--- config.mk ---
export PLATFORM = sky130hd
export DESIGN_NAME = seg_scan_flat
export DESIGN_NICKNAME = d
export VERILOG_FILES = /design/src/rtl/seg_scan_if.sv /design/src/rtl/seg_scan.sv /design/src/flat_wrapper.sv
export SDC_FILE = /design/constraint.sdc
export NUM_CORES = 1
export LEC_CHECK = 0
export BUFFER_PORTS_ARGS = -buffer_cell sky130_fd_sc_hd__clkbuf_2
export CAP_MARGIN = 10
export CORE_MARGIN = 10
export CORE_UTILIZATION = 30
export CTS_CLUSTER_SIZE = 30
export DETAILED_ROUTE_END_ITERATION = 10
export GPL_TIMING_DRIVEN = 0
export PLACE_DENSITY = 0.55
export SLEW_MARGIN = 20
export SYNTH_ARGS = -nofsm -noshare
export SYNTH_HDL_FRONTEND = slang
export SYNTH_SLANG_ARGS = --single-unit
export TNS_END_PERCENT = 10
--- constraint.sdc ---
create_clock -name CP -period 3.1 [get_ports CP]
set_clock_uncertainty 0.15 [all_clocks]
set_input_delay 0.31 -clock CP [delete_from_list [all_inputs] [get_ports CP]]
set_output_delay 0.31 -clock CP [all_outputs]
set_load 0.05 [all_outputs]
--- src/rtl/seg_scan_if.sv ---
// Purpose: display-side bundle for seg_scan (BCD time and display options in, digit/segment drive out).
// Latency: none, pure wiring.
// Backpressure: none; the display consumes whatever is presented.
//   hour/min/sec   BCD time {tens,ones}
//   time_mode      0 = 24 h, 1 = 12 h
//   blink_sel      field blink enables {hour,min,sec}
//   blank          1 = all digits dark
//   select_light   digit enables, bit7 = leftmost digit
//   display_char   segments {a,b,c,d,e,f,g,dp}
interface seg_scan_if;
    logic [7:0] hour;
    logic [7:0] min;
    logic [7:0] sec;
    logic       time_mode;
    logic [2:0] blink_sel;
    logic       blank;
    logic [7:0] select_light;
    logic [7:0] display_char;

    modport master (
        output hour, min, sec, time_mode, blink_sel, blank,
        input  select_light, display_char
    );

    modport slave (
        input  hour, min, sec, time_mode, blink_sel, blank,
        output select_light, display_char
    );
endinterface

--- src/rtl/seg_scan.sv ---
// Purpose: time-multiplexed 8-digit seven-segment driver rendering HH-MM-SS with 12/24 h and field blink.
// Latency: outputs registered on scan ticks (every DIV cycles); input change visible within 8*DIV cycles.
// Backpressure: none; free-running scan, blank darkens outputs while scanning continues.
//   CP            system clock, all state on rising edge
//   _CR           asynchronous active-low reset
//   bus (slave)   time/options in, select_light/display_char out
module seg_scan #(
    parameter int CLK_HZ   = 100_000_000,
    parameter int SCAN_HZ  = 1000,
    parameter int BLINK_HZ = 2
) (
    input  logic        CP,
    input  logic        _CR,
    seg_scan_if.slave   bus
);
    localparam int DIV  = CLK_HZ / SCAN_HZ;
    localparam int HALF = CLK_HZ / (2 * BLINK_HZ);
    localparam int PW   = $clog2(DIV);
    localparam int BW   = $clog2(HALF);

    logic [PW-1:0] pre_cnt;
    logic [BW-1:0] blink_cnt;
    logic          blink_phase;
    logic [2:0]    idx;
    logic [7:0]    sh_hour, sh_min, sh_sec;
    logic          sh_tm;

    logic          tick;
    logic          blink_wrap;
    logic [7:0]    f_hour, f_min, f_sec;
    logic          f_tm;
    logic [7:0]    disp_hour;
    logic          pm;
    logic [3:0]    nib;
    logic          is_dash;
    logic          field_blink;
    logic          dp;
    logic [7:0]    seg_code;

    function automatic logic [7:0] seg7(input logic [3:0] d);
        logic [7:0] s;
        case (d)
            4'd0:    s = 8'hFC;
            4'd1:    s = 8'h60;
            4'd2:    s = 8'hDA;
            4'd3:    s = 8'hF2;
            4'd4:    s = 8'h66;
            4'd5:    s = 8'hB6;
            4'd6:    s = 8'hBE;
            4'd7:    s = 8'hE0;
            4'd8:    s = 8'hFE;
            4'd9:    s = 8'hF6;
            default: s = 8'h00;
        endcase
        return s;
    endfunction

    assign tick       = (pre_cnt == PW'(DIV - 1));
    assign blink_wrap = (blink_cnt == BW'(HALF - 1));

    // The idx7 tick both takes the snapshot and renders from it, so that
    // digit reads the live inputs; the rest of the frame reads the shadow.
    always_comb begin
        if (idx == 3'd7) begin
            f_hour = bus.hour;
            f_min  = bus.min;
            f_sec  = bus.sec;
            f_tm   = bus.time_mode;
        end else begin
            f_hour = sh_hour;
            f_min  = sh_min;
            f_sec  = sh_sec;
            f_tm   = sh_tm;
        end
    end

    // 12 h conversion done directly on BCD digits; out-of-range hours pass through.
    always_comb begin
        disp_hour = f_hour;
        pm        = (f_hour >= 8'h12);
        if (f_tm && (f_hour[7:4] <= 4'd9) && (f_hour[3:0] <= 4'd9)) begin
            if (f_hour == 8'h00)
                disp_hour = 8'h12;
            else if ((f_hour >= 8'h13) && (f_hour <= 8'h19))
                disp_hour = {4'h0, f_hour[3:0] - 4'd2};
            else if ((f_hour == 8'h20) || (f_hour == 8'h21))
                disp_hour = {4'h0, f_hour[3:0] + 4'd8};
            else if ((f_hour == 8'h22) || (f_hour == 8'h23))
                disp_hour = {4'h1, f_hour[3:0] - 4'd2};
        end
    end

    always_comb begin
        nib         = 4'h0;
        is_dash     = 1'b0;
        field_blink = 1'b0;
        dp          = 1'b0;
        case (idx)
            3'd7: begin nib = disp_hour[7:4]; field_blink = bus.blink_sel[2]; end
            3'd6: begin
                nib         = disp_hour[3:0];
                field_blink = bus.blink_sel[2];
                dp          = f_tm & pm;
            end
            3'd5: is_dash = 1'b1;
            3'd4: begin nib = f_min[7:4]; field_blink = bus.blink_sel[1]; end
            3'd3: begin nib = f_min[3:0]; field_blink = bus.blink_sel[1]; end
            3'd2: is_dash = 1'b1;
            3'd1: begin nib = f_sec[7:4]; field_blink = bus.blink_sel[0]; end
            default: begin nib = f_sec[3:0]; field_blink = bus.blink_sel[0]; end
        endcase

        if (is_dash)
            seg_code = 8'h02;
        else if (blink_phase && field_blink)
            seg_code = 8'h00;
        else
            seg_code = seg7(nib) | {7'b0, dp};
    end

    always_ff @(posedge CP or negedge _CR) begin
        if (!_CR) begin
            pre_cnt          <= '0;
            blink_cnt        <= '0;
            blink_phase      <= 1'b0;
            idx              <= 3'd7;
            sh_hour          <= 8'h00;
            sh_min           <= 8'h00;
            sh_sec           <= 8'h00;
            sh_tm            <= 1'b0;
            bus.select_light <= 8'h00;
            bus.display_char <= 8'h00;
        end else begin
            pre_cnt   <= tick ? '0 : pre_cnt + PW'(1);
            blink_cnt <= blink_wrap ? '0 : blink_cnt + BW'(1);
            // A toggle coinciding with a tick only affects later ticks.
            if (blink_wrap)
                blink_phase <= ~blink_phase;

            if (tick) begin
                idx <= idx - 3'd1;
                if (idx == 3'd7) begin
                    sh_hour <= bus.hour;
                    sh_min  <= bus.min;
                    sh_sec  <= bus.sec;
                    sh_tm   <= bus.time_mode;
                end
                bus.select_light <= bus.blank ? 8'h00 : (8'd1 << idx);
                bus.display_char <= bus.blank ? 8'h00 : seg_code;
            end
        end
    end
endmodule

--- src/flat_wrapper.sv ---
// flat-port wrapper written by rule: the top's interface ports become plain ports
module seg_scan_flat 
#(
    parameter int CLK_HZ   = 100_000_000,
    parameter int SCAN_HZ  = 1000,
    parameter int BLINK_HZ = 2
)
  (CP, _CR, bus_hour, bus_min, bus_sec, bus_time_mode, bus_blink_sel, bus_blank, bus_select_light, bus_display_char);
  seg_scan_if bus_i ();
  input  logic CP;
  input  logic _CR;
  input wire logic [$bits(bus_i.hour)-1:0] bus_hour;
  input wire logic [$bits(bus_i.min)-1:0] bus_min;
  input wire logic [$bits(bus_i.sec)-1:0] bus_sec;
  input wire logic [$bits(bus_i.time_mode)-1:0] bus_time_mode;
  input wire logic [$bits(bus_i.blink_sel)-1:0] bus_blink_sel;
  input wire logic [$bits(bus_i.blank)-1:0] bus_blank;
  output wire logic [$bits(bus_i.select_light)-1:0] bus_select_light;
  output wire logic [$bits(bus_i.display_char)-1:0] bus_display_char;
  assign bus_i.hour = bus_hour;
  assign bus_i.min = bus_min;
  assign bus_i.sec = bus_sec;
  assign bus_i.time_mode = bus_time_mode;
  assign bus_i.blink_sel = bus_blink_sel;
  assign bus_i.blank = bus_blank;
  assign bus_select_light = bus_i.select_light;
  assign bus_display_char = bus_i.display_char;
  seg_scan #(.CLK_HZ(CLK_HZ), .SCAN_HZ(SCAN_HZ), .BLINK_HZ(BLINK_HZ)) u_core (.CP(CP), ._CR(_CR), .bus(bus_i));
endmodule
==> run summary <==
Worst setup path category - reg -> reg
# diodes - 0
Non-filler cells, final - 750
PwrDens - 393 nW/um^2
CP max FO - 6
Initial antenna violation count - 0
Critical Path Start Type - flip-flop
Ys flop type - dfrtp_1
Layout cells sized above 1 - 27.6%
Max incr delay on CP - 0.57 ns
Routed len/inst - 16.0 microns
Worst-path cell chain - ha_4 > buf_8 > nand2_8 > buf_4 > o31ai_1 > nand3_1 > o211a_1 > o31a_1 > ha_1 > o21a_1 > a221o_1
WHS - 0.0428 ns
Cts bufs inserted - 9
Share of the synthesized area in the top cell type - 44.8%
Distinct cells, synth - 65
Htree depth - 3
EDFF count, synth - 0
CORE AREA - 15300 sq um
Final HPWL DP - 8250 microns
Post-synthesis sequential element count - 87
First-pass GRT wire length - 19800 microns
Drc violations - 0
Initial core utilization - 30.7%
RSZ-0062 raised after global routing - true
Cell area after synthesis - 4690 sq um
Max-cap violation count - 0
Commonest cells post-synth - dfrtp_1, nor2_1, nand2_1, nand3_1, mux2_2
Fin crit share - 103%
Layout Nets - 577
Final Hold Viols - 0
Total Routing Usage GR - 11.2%
WL final - 12000 microns
Most common cell in the synthesized netlist - dfrtp_1
Worst skew pair latency - 0.35 ns
Critical path's top delay family - compound AO/OA/AOI/OAI gates
Vias in the first global route - 3785
DIE WIDTH - 145 microns
Io pins - 47
Synth area leaders - dfrtp_1, mux2_2, nor2_1
CTS tree - yes
Critical Path RT - 3.18 ns
Final setup viols - 4
Clk buf depth - 2
Worst slew pin tran - 0.924 ns
WP buf/inv - 2
Routed vias - 3770
Die area - 21000 sq um
Status - finished, violations left
CTS root buf - clkbuf_16
Final Critical Period - 3.20 ns
Share of flip-flops with an asynchronous set or reset - 100%
Max Freq - 313 MHz
I/O Buffers - 46
Utilization after layout - 38.3%
First-pass DRT Iterations - 5
Syn_area_per_cell - 10.1 sq um
Post-synthesis sequential area ratio - 46.5%
Worst hold-check path type - in -> reg
CTS sink cnt - 87
Starting DRT DRC Count - 188
Worst setup EP type - flip-flop
Synth Net Count - 506
Placer Congestion - 0.899
Sum of negative setup slack - -0.153 ns
Routed via count divided by cell count - 5.03
Rel. slew slack - 37.9%
Yosys warning count - 0
Max-slew violations - 0
PnR worst setup slack - -0.0958 ns
CP arrival - 3.28 ns
Post-synthesis to final-layout area growth - 24.6%
FF-to-FF setup slack - -0.1 ns
Yosys top cell by area - dfrtp_1
P_leak - 2.62 nW
Largest net degree at the start of global routing - 88
Die Ht - 145 microns
CTS clk-pin slew, worst paths - 0.07 ns
Synth Instances - 463
Cell total after placement - 720
CP max-delay cell - dfstp_2
Maximum VDD drop - 0.301 mV
Post-route ant nets - 0
Global route overflow - 0
Failing checks - setup timing
Rows - 45
-- path summary, 6_finish.rpt --
path | startpoint | endpoint | cells after the start
max | u_core.idx[0] | u_core.bus.display_char[2] | 11
min | bus_min[0] | u_core.sh_min[0] | 2
max reg2reg | u_core.idx[0] | u_core.bus.display_char[2] | 11
min reg2reg | u_core.pre_cnt[4] | u_core.pre_cnt[4] | 1
max in group asynchronous | _CR | u_core.sh_hour[1] | 2
min in group asynchronous | _CR | u_core.blink_cnt[19] | 2
-- where the power goes --
part / internal (W) / switching, W
combinational: 0.0000185 / 0.0000411
sequential: 0.00114 / 0
clock: 0.000629 / 0.000473
total: 0.00178 / 0.000514
-- worst reg2reg max path: cells and delay by family (launching register included) --
kind | cells | cell delay [ns]
AOI/OAI and AO/OA | 5 | 1.32
adders and majority gates | 2 | 0.42
buffers and inverters | 2 | 0.30
DFF | 1 | 0.57
and+or+nand+nor | 2 | 0.32
-- logic make-up after synthesis --
| kind of cell | count (synthesis) | share of synthesized area [%] |
|---|---|---|
| and+or+nand+nor | 187 | 20.4 |
| DFF | 87 | 46.5 |
| AOI/OAI and AO/OA | 75 | 12.3 |
| xor gates and xnor gates | 37 | 6.91 |
| muxes | 33 | 7.71 |
| buffers and inverters | 32 | 3.02 |
| adders and majority gates | 12 | 3.20 |
-- sequential cells by signal, indices dropped and copies added, names as in the netlist --
name,flops
u_core.idx,3
u_core.pre_cnt,17
u_core.blink_phase,1
u_core.sh_hour,8
u_core.sh_min,8
u_core.bus.display_char,8
u_core.blink_cnt,25
u_core.bus.select_light,8
u_core.sh_sec,8
u_core.sh_tm,1
-- metrics by stage --
step           total power [W]  setup WS [ns]  cell area [sq um]
2_1_floorplan          0.00116         0.0147               4690
6_report               0.00230        -0.0958               5840
4_1_cts                0.00233        -0.0676               5720
3_5_place_dp           0.00121         -0.376               5190
3_3_place_gp           0.00121         -0.382               5180
5_1_grt                0.00238         -0.177               5840
-- final cells by class --
class | instances | area (sq um)
inverter | 12 | 45.0
buffer | 15 | 109
clock buffer | 10 | 229
timing repair buffer | 65 | 382
tap | 211 | 264
fill | 1516 | 9420
sequential | 87 | 2180
clock inverter | 6 | 68.8
multi-input combinational | 344 | 2560
-- repair_timing --
item	in CTS	in global routing
pin swaps	16	14
endpoints found under the setup margin	27	27
resized for setup	30	22
setup buffers	12	5
hold endpoints to repair	84	0
cloned	1	0
hold buffers	1	0
-- cells in the final DEF (no fill, tap or decap), drive strengths merged, types with 3 or more instances in the layout --
cell and n:
nand4 10, clkinv 3, o41ai 3, a22oi 3
a211o 11, buf 23, nor4b 4, xnor2 19
a31oi 3, or2 3, o31ai 5, o21ai 11
nor2 45, nor3 8, a21oi 4, and2 6
dfstp 3, a22o 3, ha 12, a211oi 5
and4 3, a21boi 5, mux2 25, dfrtp 84
nand2b 3, mux2i 8, clkbuf 66, nor4 5
xor2 18, nand2 45, and3 11, inv 13
nand3 32
-- routing by layer --
metal	track usage [%]	wire (microns)
met1	14.9	5760
met2	17.3	5540
met3	2.70	537
met4	4.03	168
met5	0	0
(Power assumes the default switching activity.)
